--- src/rtl/uart_rx_fifo.sv ---
`default_nettype none
// ============================================================================
//  Module   : uart_rx_fifo
//  Purpose  : Oversampled UART receiver with configurable frame format,
//             show-ahead receive FIFO and sticky error flags.
//  Revision : 1.0  initial release
// ============================================================================
module uart_rx_fifo #(
    parameter int CLKS_PER_BIT = 16,
    parameter int DATA_BITS    = 8,
    parameter int PARITY       = 0,
    parameter int STOP_BITS    = 1,
    parameter int FIFO_DEPTH   = 4
) (
    input  logic                          clk,
    input  logic                          reset,
    input  logic                          pin,
    output logic [7:0]                    dout,
    output logic                          dout_valid,
    input  logic                          dout_ready,
    output logic [$clog2(FIFO_DEPTH):0]   count,
    output logic                          framing_err,
    output logic                          parity_err,
    output logic                          overrun_err,
    input  logic                          err_clear,
    output logic                          busy
);

    localparam int CW   = $clog2(CLKS_PER_BIT);
    localparam int IW   = $clog2(DATA_BITS);
    localparam int AW   = $clog2(FIFO_DEPTH);
    localparam int CNTW = AW + 1;

    localparam logic [CW-1:0]   c_HALF_M1   = CW'(CLKS_PER_BIT / 2 - 1);
    localparam logic [CW-1:0]   c_FULL_M1   = CW'(CLKS_PER_BIT - 1);
    localparam logic [CW-1:0]   c_BAUD_ONE  = CW'(1);
    localparam logic [IW-1:0]   c_LAST_BIT  = IW'(DATA_BITS - 1);
    localparam logic [IW-1:0]   c_BIT_ONE   = IW'(1);
    localparam logic [AW-1:0]   c_PTR_ONE   = AW'(1);
    localparam logic [CNTW-1:0] c_CNT_ONE   = CNTW'(1);
    localparam logic [CNTW-1:0] c_DEPTH     = CNTW'(FIFO_DEPTH);
    localparam logic            c_LAST_STOP = (STOP_BITS == 2);
    localparam logic            c_ODD       = (PARITY == 2);

    typedef enum logic [2:0] {
        S_IDLE   = 3'd0,
        S_START  = 3'd1,
        S_DATA   = 3'd2,
        S_PARITY = 3'd3,
        S_STOP   = 3'd4
    } state_t;

    state_t                 r_state;
    logic                   r_sync1;
    logic                   r_sync2;
    logic [CW-1:0]          r_baud;
    logic [IW-1:0]          r_bit;
    logic                   r_stop_idx;
    logic [DATA_BITS-1:0]   r_shift;
    logic                   r_bad_parity;
    logic                   r_bad_frame;

    logic                   w_rx;
    logic                   w_tick;
    logic                   w_parity_bad;
    logic                   w_frame_done;
    logic                   w_frame_bad;
    logic                   w_push_req;
    logic                   w_set_fe;
    logic                   w_set_pe;
    logic                   w_set_oe;
    logic                   w_empty;
    logic                   w_full;
    logic                   w_pop;
    logic                   w_push;

    logic [DATA_BITS-1:0]   r_mem [FIFO_DEPTH];
    logic [AW-1:0]          r_wr;
    logic [AW-1:0]          r_rd;
    logic [CNTW-1:0]        r_count;
    logic                   r_fe;
    logic                   r_pe;
    logic                   r_oe;

    assign w_rx         = r_sync2;
    assign w_tick       = (r_baud == '0);
    assign w_parity_bad = c_ODD ? ~(^r_shift ^ w_rx) : (^r_shift ^ w_rx);

    // The final stop sample is folded in here so the verdict lands on the same edge.
    assign w_frame_done = (r_state == S_STOP) && w_tick && (r_stop_idx == c_LAST_STOP);
    assign w_frame_bad  = r_bad_frame | ~w_rx;
    assign w_push_req   = w_frame_done && !w_frame_bad && !r_bad_parity;
    assign w_set_fe     = w_frame_done && w_frame_bad;
    assign w_set_pe     = w_frame_done && !w_frame_bad && r_bad_parity;

    always_ff @(posedge clk or posedge reset) begin
        if (reset) begin
            r_sync1 <= 1'b1;
            r_sync2 <= 1'b1;
        end else begin
            r_sync1 <= pin;
            r_sync2 <= r_sync1;
        end
    end

    always_ff @(posedge clk or posedge reset) begin
        if (reset) begin
            r_state      <= S_IDLE;
            r_baud       <= '0;
            r_bit        <= '0;
            r_stop_idx   <= 1'b0;
            r_shift      <= '0;
            r_bad_parity <= 1'b0;
            r_bad_frame  <= 1'b0;
        end else begin
            case (r_state)
                S_IDLE: begin
                    if (!w_rx) begin
                        r_state <= S_START;
                        r_baud  <= c_HALF_M1;
                    end
                end
                S_START: begin
                    if (w_tick) begin
                        if (!w_rx) begin
                            r_state      <= S_DATA;
                            r_bit        <= '0;
                            r_baud       <= c_FULL_M1;
                            r_bad_parity <= 1'b0;
                            r_bad_frame  <= 1'b0;
                        end else begin
                            r_state <= S_IDLE;
                        end
                    end else begin
                        r_baud <= r_baud - c_BAUD_ONE;
                    end
                end
                S_DATA: begin
                    if (w_tick) begin
                        r_shift[r_bit] <= w_rx;
                        r_baud         <= c_FULL_M1;
                        if (r_bit == c_LAST_BIT) begin
                            r_state    <= (PARITY != 0) ? S_PARITY : S_STOP;
                            r_stop_idx <= 1'b0;
                        end else begin
                            r_bit <= r_bit + c_BIT_ONE;
                        end
                    end else begin
                        r_baud <= r_baud - c_BAUD_ONE;
                    end
                end
                S_PARITY: begin
                    if (w_tick) begin
                        r_bad_parity <= w_parity_bad;
                        r_state      <= S_STOP;
                        r_stop_idx   <= 1'b0;
                        r_baud       <= c_FULL_M1;
                    end else begin
                        r_baud <= r_baud - c_BAUD_ONE;
                    end
                end
                S_STOP: begin
                    if (w_tick) begin
                        if (!w_rx) begin
                            r_bad_frame <= 1'b1;
                        end
                        r_baud <= c_FULL_M1;
                        if (r_stop_idx == c_LAST_STOP) begin
                            r_state <= S_IDLE;
                        end else begin
                            r_stop_idx <= 1'b1;
                        end
                    end else begin
                        r_baud <= r_baud - c_BAUD_ONE;
                    end
                end
                default: r_state <= S_IDLE;
            endcase
        end
    end

    assign w_empty  = (r_count == '0);
    assign w_full   = (r_count == c_DEPTH);
    assign w_pop    = !w_empty && dout_ready;
    // A pop on the same edge frees the slot, so a full FIFO can still accept.
    assign w_push   = w_push_req && (!w_full || w_pop);
    assign w_set_oe = w_push_req && w_full && !w_pop;

    always_ff @(posedge clk or posedge reset) begin
        if (reset) begin
            r_wr    <= '0;
            r_rd    <= '0;
            r_count <= '0;
        end else begin
            if (w_push) begin
                r_wr <= r_wr + c_PTR_ONE;
            end
            if (w_pop) begin
                r_rd <= r_rd + c_PTR_ONE;
            end
            case ({w_push, w_pop})
                2'b10:   r_count <= r_count + c_CNT_ONE;
                2'b01:   r_count <= r_count - c_CNT_ONE;
                default: r_count <= r_count;
            endcase
        end
    end

    always_ff @(posedge clk) begin
        if (w_push) begin
            r_mem[r_wr] <= r_shift;
        end
    end

    always_ff @(posedge clk or posedge reset) begin
        if (reset) begin
            r_fe <= 1'b0;
            r_pe <= 1'b0;
            r_oe <= 1'b0;
        end else begin
            r_fe <= w_set_fe | (r_fe & ~err_clear);
            r_pe <= w_set_pe | (r_pe & ~err_clear);
            r_oe <= w_set_oe | (r_oe & ~err_clear);
        end
    end

    always_comb begin
        dout = '0;
        if (!w_empty) begin
            dout[DATA_BITS-1:0] = r_mem[r_rd];
        end
    end

    assign dout_valid  = !w_empty;
    assign count       = r_count;
    assign framing_err = r_fe;
    assign parity_err  = r_pe;
    assign overrun_err = r_oe;
    assign busy        = (r_state != S_IDLE);

endmodule
`default_nettype wire

--- config.mk ---
export PLATFORM = sky130hd
export DESIGN_NAME = uart_rx_fifo
export DESIGN_NICKNAME = d
export VERILOG_FILES = /design/src/rtl/uart_rx_fifo.sv
export SDC_FILE = /design/constraint.sdc
export NUM_CORES = 1
export LEC_CHECK = 0
export CAP_MARGIN = 15
export CORE_ASPECT_RATIO = 0.5
export CORE_MARGIN = 2
export CORE_UTILIZATION = 45
export CTS_CLUSTER_DIAMETER = 100
export DETAILED_ROUTE_END_ITERATION = 10
export GPL_ROUTABILITY_DRIVEN = 1
export SETUP_SLACK_MARGIN = 0.05
export SYNTH_ARGS = -nofsm -noshare
export SYNTH_HDL_FRONTEND = slang
export SYNTH_SLANG_ARGS = --single-unit
--- constraint.sdc ---
create_clock -name clk -period 6.15 [get_ports clk]
set_input_delay 1.23 -clock clk [delete_from_list [all_inputs] [get_ports clk]]
set_output_delay 1.23 -clock clk [all_outputs]
set_load 0.01 [all_outputs]
# Word-level counts from Yosys, hierarchy flattened
# Memories as Yosys holds them, arrays and structs flattened.
# Index checks and enable logic that the tools add are counted.
# word_totals
inputBits,5
register_bits,33
output_inout_bits,16
memories,1
wordCells,129
ramBits,32
# mem_list
name,depth,word_bits,read_ports,rd_ports_with_merged_regs,write_ports,line_no,rtl
r_mem,4,8,1,0,1,77,logic [DATA_BITS-1:0] r_mem [FIFO_DEPTH];
# op_classes
eq_ne,19
order_cmp,2
bitwise,11
add_sub_neg,6
n_reduce_logical,36
mux,39
# ops
op,n
3-bit two-way mux,11
"2-bit != test, second input constant",10
4-bit two-way mux,4
3-bit one-hot mux with 5 select lines,1
5-bit AND reduction,3
1-bit two-way mux,13
3-bit one-hot mux with 2 select lines,2
4-bit one-hot mux with 3 select lines,1
1-bit logical AND,11
"3-bit equality test, second input constant",3
3-bit nonzero test,3
8-bit bitwise mux,1
8-bit two-way mux,1
2-bit nonzero test,4
8-bit parity,1
7-bit AND reduction,1
"3-bit by 1-bit adder with 3-bit output, second input constant",2
"3-bit by 2-bit equality test with 1-bit output, second input constant",2
3-bit logical NOT,2
1-bit logical NOT,5
"2-bit by 1-bit adder with 2-bit output, second input constant",2
4-bit logical NOT,1
"3-bit by 4-bit less-than comparator with 1-bit output, second input constant",1
1-bit OR,4
19 further kinds,24

# Longest topological paths before layout
# Gate-level depths: netlist of run 1.
# depth
depth_word,8
mapped_depth,8
depth_no_buf,8

# Worst setup path before layout of run 1
# Ideal clock, no wire load.
# synth_timing
kind,input to register
from,input port dout_ready
to,"register r_count[1], in the netlist count[1]"
cell_stages,4
path_slack_ns,3.672
arrival_ns,2.353
required_time_ns,6.025
setup_time_ns,0.125
n_path_buf,0
path_cell_list,nor4b_1 -> nor4b_4 -> a21oi_2 -> mux2_4
# synth_between
elab_chain_len,5
word_cells_on_any_way,7
cone_classes,eq/ne (2); mux (1); reduce/logical (4)
# synth_lines
element,line_no,rtl
from (decl),20,"input logic dout_ready,"
1-bit logical AND *,184,assign w_pop = !w_empty && dout_ready;
1-bit logical OR,186,assign w_push = w_push_req && (!w_full || w_pop);
1-bit logical AND,186,
2-bit by 1-bit equality test with 1-bit output / 2-bit equality test (equally long branches),201,"case ({w_push, w_pop})"
3-bit one-hot mux with 2 select lines / 2-bit nonzero test (equally long branches),--,
to (signal assigned),202,2'b10: r_count <= r_count + c_CNT_ONE;
to (signal assigned),203,2'b01: r_count <= r_count - c_CNT_ONE;
to (signal assigned),204,default: r_count <= r_count;
to (decl),80,logic [CNTW-1:0] r_count;
# Every way passes the cells marked *; elsewhere a longest branch is shown, timed or not.
# A chain may end at the register's enable or synchronous reset.

# Final worst setup path of run 1
# layout_timing
from,"register r_count[0], in the netlist count[0]"
to,output port dout_valid
# layout_between
elab_chain_len,2
# layout_lines
element,line_no,rtl
3-bit logical NOT,182,assign w_empty = (r_count == '0);
1-bit logical NOT,234,assign dout_valid = !w_empty;
to (decl),19,"output logic dout_valid,"
# Every way passes these cells.

==> results of run 1 <==
[per-stage QoR]
stage                     worst slack, ns   util  hold slack [ns]  cell area [µm²]  std cells
final                                2.61  0.566            0.355             3510        331
after global placement               2.94  0.520            0.347             3230        315
after global routing                 2.39  0.566            0.362             3510        331
after CTS                            2.55  0.566            0.357             3510        331
after floorplan                      3.67      -            0.345             2950        213
after detailed placement             2.91  0.520            0.350             3230        315
[registers in the layout, indices dropped and copies added (netlist names), 2 cells and up]
name	cells
r_baud	4
r_state	3
r_shift	8
count	3
r_mem	32
r_wr	2
r_bit	3
r_rd	2
[worst min path at each step]
stage / endpoint / slack, ns / cells past startpoint
floorplan: r_sync2 / 0.35 / 0
global placement: r_sync2 / 0.35 / 0
detailed placement: r_sync2 / 0.35 / 0
CTS: r_sync2 / 0.36 / 0
global route: r_sync2 / 0.36 / 0
finish: r_sync2 / 0.36 / 0
[power by group through the flow]
stage	sequential (mW)	clock [mW]	combinational, mW
6_report	0.597	0.477	0.378
5_1_grt	0.611	0.513	0.417
4_1_cts	0.597	0.492	0.383
3_5_place_dp	0.604	0	0.381
3_3_place_gp	0.603	0	0.379
2_1_floorplan	0.552	0	0.287
[worst reg2reg max path, stage by stage, from the launching register on]
cell	delay [ns]
dfrtp_1	0.41
inv_1	0.09
ha_1	0.20
or3b_1	0.53
nor4b_4	0.56
and2_1	0.45
[area by class of cell]
| class | count | area [µm²] | area share |
|---|---|---|---|
| Clock buffer | 12 | 236 | 0.0673 |
| Clock inverter | 4 | 46.3 | 0.0132 |
| Multi-Input combinational cell | 129 | 1100 | 0.313 |
| Timing Repair Buffer | 21 | 208 | 0.0591 |
| Inverter | 13 | 48.8 | 0.0139 |
| Sequential cell | 64 | 1760 | 0.502 |
| Tap cell | 88 | 110 | 0.0314 |
[placed cells by master (no fill, tap or decap), types with 9 or more instances in the layout]
cell type        count
dfrtp_1             30
clkdlybuf4s50_1     20
xnor2_1              9
edfxtp_1            32
o21ai_0             10
mux2_2               9
nor2b_1             11
inv_1               13
clkbuf_16            9
[per-layer routing]
metal	global-route usage	part of all wire	up-vias
met1	0.213	0.52	842
met2	0.244	0.44	30
li1	-	-	833
met4	0.0527	0.0049	0
met5	0	0	-
met3	0.0620	0.036	3
[cell families after synthesis]
group                      count (synthesis)  synth area share
DFF                                       64             0.598
muxes                                     20             0.107
adders and majority gates                  9            0.0407
xor gates and xnor gates                  12            0.0403
AOI/OAI and AO/OA                         28            0.0602
and+or+nand+nor                           60             0.124
buffers and inverters                     20            0.0297
==> results_dict.tcl, run 1 <==
set metrics [dict create \
    syn_area_mm2 0.00295 \
    port_buffers 20 \
    die_height_um 61.3 \
    cts.sink_count 64 \
    postCtsSetupRepairBufs 0 \
    clkPwrFrac 0.329 \
    p_sw_frac 0.285 \
    vias 1708 \
    initial_utilization 0.475 \
    internal-power_mw 1.04 \
    grt_pass1_wl_um 8470 \
    post_drt_wl_per_cell_um 15.3 \
    synth-async-reset-ratio 0.500 \
    first_pass_iters 4 \
    regToRegSetupSlack_ns 3.56 \
    critPathBufInv 2 \
    synth_cell_types 47 \
    yosys_warnings 0 \
    cts_tree "built" \
    r2r_start "r_baud[0]" \
    maxSlewViolCount 0 \
    fin_crit_sh 0.576 \
    cp-startpoint "count[0]" \
    ys.flop_type "edfxtp_1" \
    grt_pass1_vias 1674 \
    worstPathCellList "nor3_1, inv_1, clkdlybuf4s50_1" \
    yosysTopAreaCell "edfxtp_1" \
    p_per_area_mw_per_mm2 413 \
    rsz0062_at_grt "no" \
    p_comb_frac 0.260 \
    vdd_ir_drop_max_uv 226 \
    h-tree-depth 3 \
    antenna_found_initial 0 \
    cpPeakStageDelay_ns 0.87 \
    diodes 0 \
    required_ns 4.92 \
    timing.final.hold_violations 0 \
    slew_headroom 0.300 \
    synth.area.top_cells "edfxtp_1 (33%), dfrtp_1 (25%), mux4_2 (6.1%)" \
    crit_path_start_kind "register" \
    drive_above_1_share 0.156 \
    drc_errors 0 \
    syn_area_per_cell_um2 13.9 \
    dieArea_mm2 0.00726 \
    cts_resized 0 \
    p_leak_nw 1.35 \
    antenna_left 0 \
    nNetsFinal 252 \
    fp.coreArea_mm2 0.00621 \
    sequentialPowerShare 0.411 \
    cp_slowest_cell "nor3_1" \
    cts_buffer_depth 2 \
    areaGrowthSynthToFinish_pct 19.0 \
    fp.dieW_um 119 \
    seq_area_frac_synth 0.598 \
    hpwlAfterDp_um 3480 \
    ys_ff_latch 64 \
    reg2regPathDepth 5 \
    post-synth-top-count-cell "edfxtp_1" \
    p_total_mw 1.45 \
    min_from "r_sync1" \
    crit_end "dout_valid" \
    finalSetupTns_ns 0 \
    gp_congestion 0.752 \
    synth-edff-count 32 \
    io-pin-count 21 \
    synth_commonest_cells "edfxtp_1 (32), dfrtp_1 (30), inv_1 (13)" \
    layout_min_cycle_time_ns 3.54 \
    ctsRootBufferMaster "clkbuf_16" \
    clock_latency_ns 0.32 \
    cts_made_buffers 9 \
    grt_max_degree 27 \
    clock.fmax_mhz 282 \
    skew_ns 0.00430 \
    syn_nets 227 \
    viasPerCell 5.16 \
    path_class "register to output pin" \
    grt_usage 0.159 \
    yosysTopAreaCellShare 0.326 \
    synthCells 213 \
    setup_viol 0 \
    worstMarginPinSlew_ns 1.04 \
    path_depth 3 \
    crit_fanout 9 \
    cp_top_family "simple AND/OR/NAND/NOR gates" \
    regToRegEndpoint "r_mem[3][4]" \
    hold_path.class "register to register" \
    power_switching_uw 414 \
    path_clk_slew_ns 0.05 \
    drt-initial-drc-count 110 \
    worstPathArrival_ns 2.31 \
    end_kind "output pin" \
    cap_violations 0 \
    ctsHoldBuffers 0 \
    rows 20 \
    gr-total-overflow 0 \
    drt-total-wl_um 5080 \
    status "complete, no violations" \
    final.fill_count 532 \
]
(Power assumes the default switching activity.)
==> run 2, diff against run 1 <==
Clock period 6.15 ns to 3.6 ns, I/O delays scaled along.
==> results_dict.tcl, run 2 (same netlist as run 1, synthesis figures left out) <==
set metrics [dict create \
    setup_viol 0 \
    grt_usage 0.169 \
    cts_made_buffers 9 \
    ctsHoldBuffers 0 \
    layout_commonest_cell "edfxtp_1" \
    worstMarginPinSlew_ns 0.899 \
    nNetsFinal 254 \
    vdd_ir_drop_max_uv 359 \
    finalSetupTns_ns 0 \
    hold_path.class "register to register" \
    fp.coreArea_mm2 0.00621 \
    layout_common_cells "edfxtp_1 (32), dfrtp_1 (30), clkdlybuf4s50_1 (20), inv_1 (13), nor2b_1 (11)" \
    status "complete, no violations" \
    timing.final.hold_violations 0 \
    p_leak_nw 1.36 \
    largest_reg_flops 32 \
    slew_headroom 0.395 \
    cts_resized 0 \
    port_buffers 20 \
    crit_path_start_kind "register" \
    pre_cts_slack_ns 0.915 \
    grt_max_degree 33 \
    regToRegSetupSlack_ns 0.95 \
    ctsRootBufferMaster "clkbuf_16" \
    largest-register "r_mem" \
    worstPathArrival_ns 2.23 \
    end_kind "output pin" \
    finalWorstSetupSlack_ns 0.647 \
    rows 20 \
    cts_buffer_depth 2 \
    layout_min_cycle_time_ns 2.95 \
    initial_utilization 0.475 \
    cts.sink_count 64 \
    h-tree-depth 3 \
    reg_top3 "r_mem x32, r_shift x8, r_baud x4" \
    hpwlAfterDp_um 3470 \
    maxSlewViolCount 0 \
    viasPerCell 5.24 \
    p_comb_frac 0.260 \
    internal-power_mw 1.79 \
    path_class "register to output pin" \
    fp.dieW_um 119 \
    io-pin-count 21 \
    dpl_cell_area_mm2 0.00324 \
    power_switching_uw 769 \
    required_ns 2.88 \
    grt_pass1_wl_um 8850 \
    dieArea_mm2 0.00726 \
    sequentialPowerShare 0.398 \
    drc_errors 0 \
    rsz0062_at_grt "no" \
    grt_pass1_vias 1715 \
    finalNonFillerCells 333 \
    antenna_found_initial 0 \
    clock_latency_ns 0.34 \
    stdcell_area_mm2 0.00355 \
    die_height_um 61.3 \
    p_per_area_mw_per_mm2 721 \
    clock.fmax_mhz 339 \
    drive_above_1_share 0.180 \
    first_pass_iters 4 \
    drt-total-wl_um 5290 \
    cap_violations 0 \
    antenna_left 0 \
    crit_fanout 10 \
    drt-initial-drc-count 159 \
    timing.hold.ws_ns 0.357 \
    vias 1745 \
    diodes 0 \
    fin_crit_sh 0.820 \
    skew_ns 0.00637 \
    gp_congestion 0.766 \
    cts_tree "built" \
    postCtsSetupRepairBufs 0 \
    p_sw_frac 0.300 \
    path_clk_slew_ns 0.06 \
    gr-total-overflow 0 \
    post_drt_wl_per_cell_um 15.9 \
    clkPwrFrac 0.342 \
    areaGrowthSynthToFinish_pct 20.3 \
    dp.cells 317 \
]
==> run 2: area by class of cell <==
cell class              count  area (µm²)
clock buffers               9         225
clock inverters             7        80.1
fillers                   519        2660
inverters                  13        48.8
multi-input cells         129        1100
flip-flops and latches     64        1760
well taps                  88         110
repair buffers             23         223
==> run 2: layer usage <==
layer	vias to the layer above	GRT usage	wire length, µm
met5	-	0	0
met4	0	0.0867	72
met3	6	0.0722	311
met2	39	0.261	2450
met1	867	0.209	2470
li1	833	-	-
==> run 2: power by group through the flow <==
stage,combinational (mW),clock [mW],sequential (mW)
after floorplan,0.491,0,0.942
after global placement,0.658,0,1.03
after detailed placement,0.666,0,1.03
after CTS,0.674,0.897,1.02
after global routing,0.737,0.925,1.04
final,0.665,0.876,1.02
==> run 2: critical path, cell delays in order (launching register included) <==
cell             delay [ns]
dfrtp_1                0.69
mux4_2                 0.58
nor2b_1                0.14
clkdlybuf4s50_1        0.47
==> run 2: worst paths after layout <==
| check | to | startpoint | cells past startpoint |
|---|---|---|---|
| max | dout[0] | r_rd[0] | 3 |
| min | r_sync2 | r_sync1 | 0 |
| max reg2reg | r_mem[1][2] | r_baud[0] | 5 |
| min reg2reg | r_sync2 | r_sync1 | 0 |
| max in group asynchronous | r_sync1 | reset | 3 |
| min in group asynchronous | r_bit[1] | reset | 3 |
==> run 2: stage by stage <==
stage	total power [mW]	utilization
after global routing	2.70	0.572
after CTS	2.59	0.572
after detailed placement	1.70	0.523
after global placement	1.68	0.523
after floorplan	1.43	-
final	2.56	0.572
==> run 3, diff against run 2 <==
Settings changed: PLACE_DENSITY set to 0.66.
Clock period 3.6 ns to 2.66 ns, I/O delays scaled along.
==> results_dict.tcl, run 3 (same netlist as run 1, synthesis figures left out) <==
set metrics [dict create \
    cts_tree "built" \
    nNetsFinal 261 \
    path_clk_slew_ns 0.05 \
    p_leak_nw 1.43 \
    min_from "r_sync1" \
    grt_pass1_vias 1737 \
    crit_fanout 10 \
    h-tree-depth 3 \
    fp.dieW_um 119 \
    drc_errors 0 \
    areaGrowthSynthToFinish_pct 23.9 \
    die_height_um 61.3 \
    status "complete, no violations" \
    worstPathArrival_ns 1.97 \
    regToRegSetupSlack_ns 0.24 \
    skew_ns 0.00446 \
    dp.cells 324 \
    reg_top3 "r_mem x32, r_shift x8, r_baud x4" \
    first_pass_iters 4 \
    rsz0062_at_grt "no" \
    postCtsSetupRepairBufs 0 \
    hold_end "r_sync2" \
    initial_utilization 0.475 \
    hold_path.class "register to register" \
    dieArea_mm2 0.00726 \
    utilization 0.589 \
    io-pin-count 21 \
    slew_headroom 0.536 \
    clock.fmax_mhz 400 \
    dpl_cell_area_mm2 0.00330 \
    path_class "register to output pin" \
    r2r_start "r_baud[0]" \
    post_drt_wl_per_cell_um 15.8 \
    grt_max_degree 33 \
    port_buffers 20 \
    grt_usage 0.172 \
    ctsRootBufferMaster "clkbuf_16" \
    drt-total-wl_um 5370 \
    gp_congestion 0.811 \
    setup_viol 0 \
    hold_depth 0 \
    gr-total-overflow 0 \
    grt_pass1_wl_um 9050 \
    worstMarginPinSlew_ns 0.686 \
    vias 1761 \
    stdcell_area_mm2 0.00365 \
    hpwlAfterDp_um 3550 \
    end_kind "output pin" \
    diodes 0 \
    layout_min_cycle_time_ns 2.50 \
    required_ns 2.13 \
    largest-register "r_mem" \
    viasPerCell 5.18 \
    reg2regPathDepth 5 \
    fp.coreArea_mm2 0.00621 \
    cts_made_buffers 9 \
    pre_cts_slack_ns 0.256 \
    cts_buffer_depth 2 \
    p_total_mw 3.67 \
    timing.hold.ws_ns 0.354 \
    maxSlewViolCount 0 \
    crit_path_start_kind "register" \
    layout_commonest_cell "edfxtp_1" \
    regToRegEndpoint "r_mem[3][5]" \
    finalSetupTns_ns 0 \
    timing.final.hold_violations 0 \
    p_per_area_mw_per_mm2 1000 \
    layout_common_cells "edfxtp_1 (32), dfrtp_1 (30), clkdlybuf4s50_1 (19), inv_1 (13), nor2b_1 (11)" \
    finalWorstSetupSlack_ns 0.157 \
    clock_latency_ns 0.33 \
    largest_reg_flops 32 \
    drt-initial-drc-count 90 \
    rows 20 \
    antenna_found_initial 0 \
    cts.sink_count 64 \
    drive_above_1_share 0.198 \
    ctsHoldBuffers 0 \
    finalNonFillerCells 340 \
    antenna_left 0 \
    fin_crit_sh 0.941 \
    cap_violations 0 \
    vdd_ir_drop_max_uv 437 \
]
[run 3: final cells by class]
cell class	count	area [µm²]
Tap cell	88	110
Multi-Input combinational cell	129	1100
Fill cell	505	2550
Inverter	13	48.8
Sequential cell	64	1760
Timing Repair Buffer	30	290
Clock buffer	9	225
Clock inverter	7	118
[run 3: how the worst max path moves through the flow]
stage,cells past startpoint,to,start,slack [ns]
CTS,4,dout[5],r_rd[0],0.06
global route,4,dout[3],r_rd[0],0.08
global placement,5,r_mem[3][7],r_baud[0],0.34
finish,4,dout[6],r_rd[0],0.16
floorplan,6,r_mem[1][0],r_baud[0],0.44
detailed placement,5,count[1],dout_ready,0.26
[run 3: repair_timing]
item                       4_1_cts  5_1_grt
pin swaps                        0        0
setup endpoints to repair        1        1
hold endpoints to repair         0        0
gates resized for setup          1        3
[run 3: per-layer routing]
| layer | GRT usage | up-vias | share of wire |
|---|---|---|---|
| li1 | - | 853 | - |
| met1 | 0.223 | 867 | 0.47 |
| met2 | 0.270 | 34 | 0.47 |
| met3 | 0.0657 | 7 | 0.048 |
| met4 | 0.0731 | 0 | 0.0095 |
| met5 | 0 | - | 0 |
[run 3: critical path: stages, from the launching register on]
cell and delay, ns:
dfrtp_1 0.37, buf_12 0.16, mux4_2 0.50, nor2b_1 0.14, clkdlybuf4s50_1 0.47
[run 3: where the power goes]
group / switching (mW) / leakage [nW] / total (mW) / internal (mW)
clock: 0.420 / 0.160 / 1.33 / 0.914
combinational: 0.420 / 0.590 / 1.01 / 0.587
sequential: 0.179 / 0.678 / 1.33 / 1.15
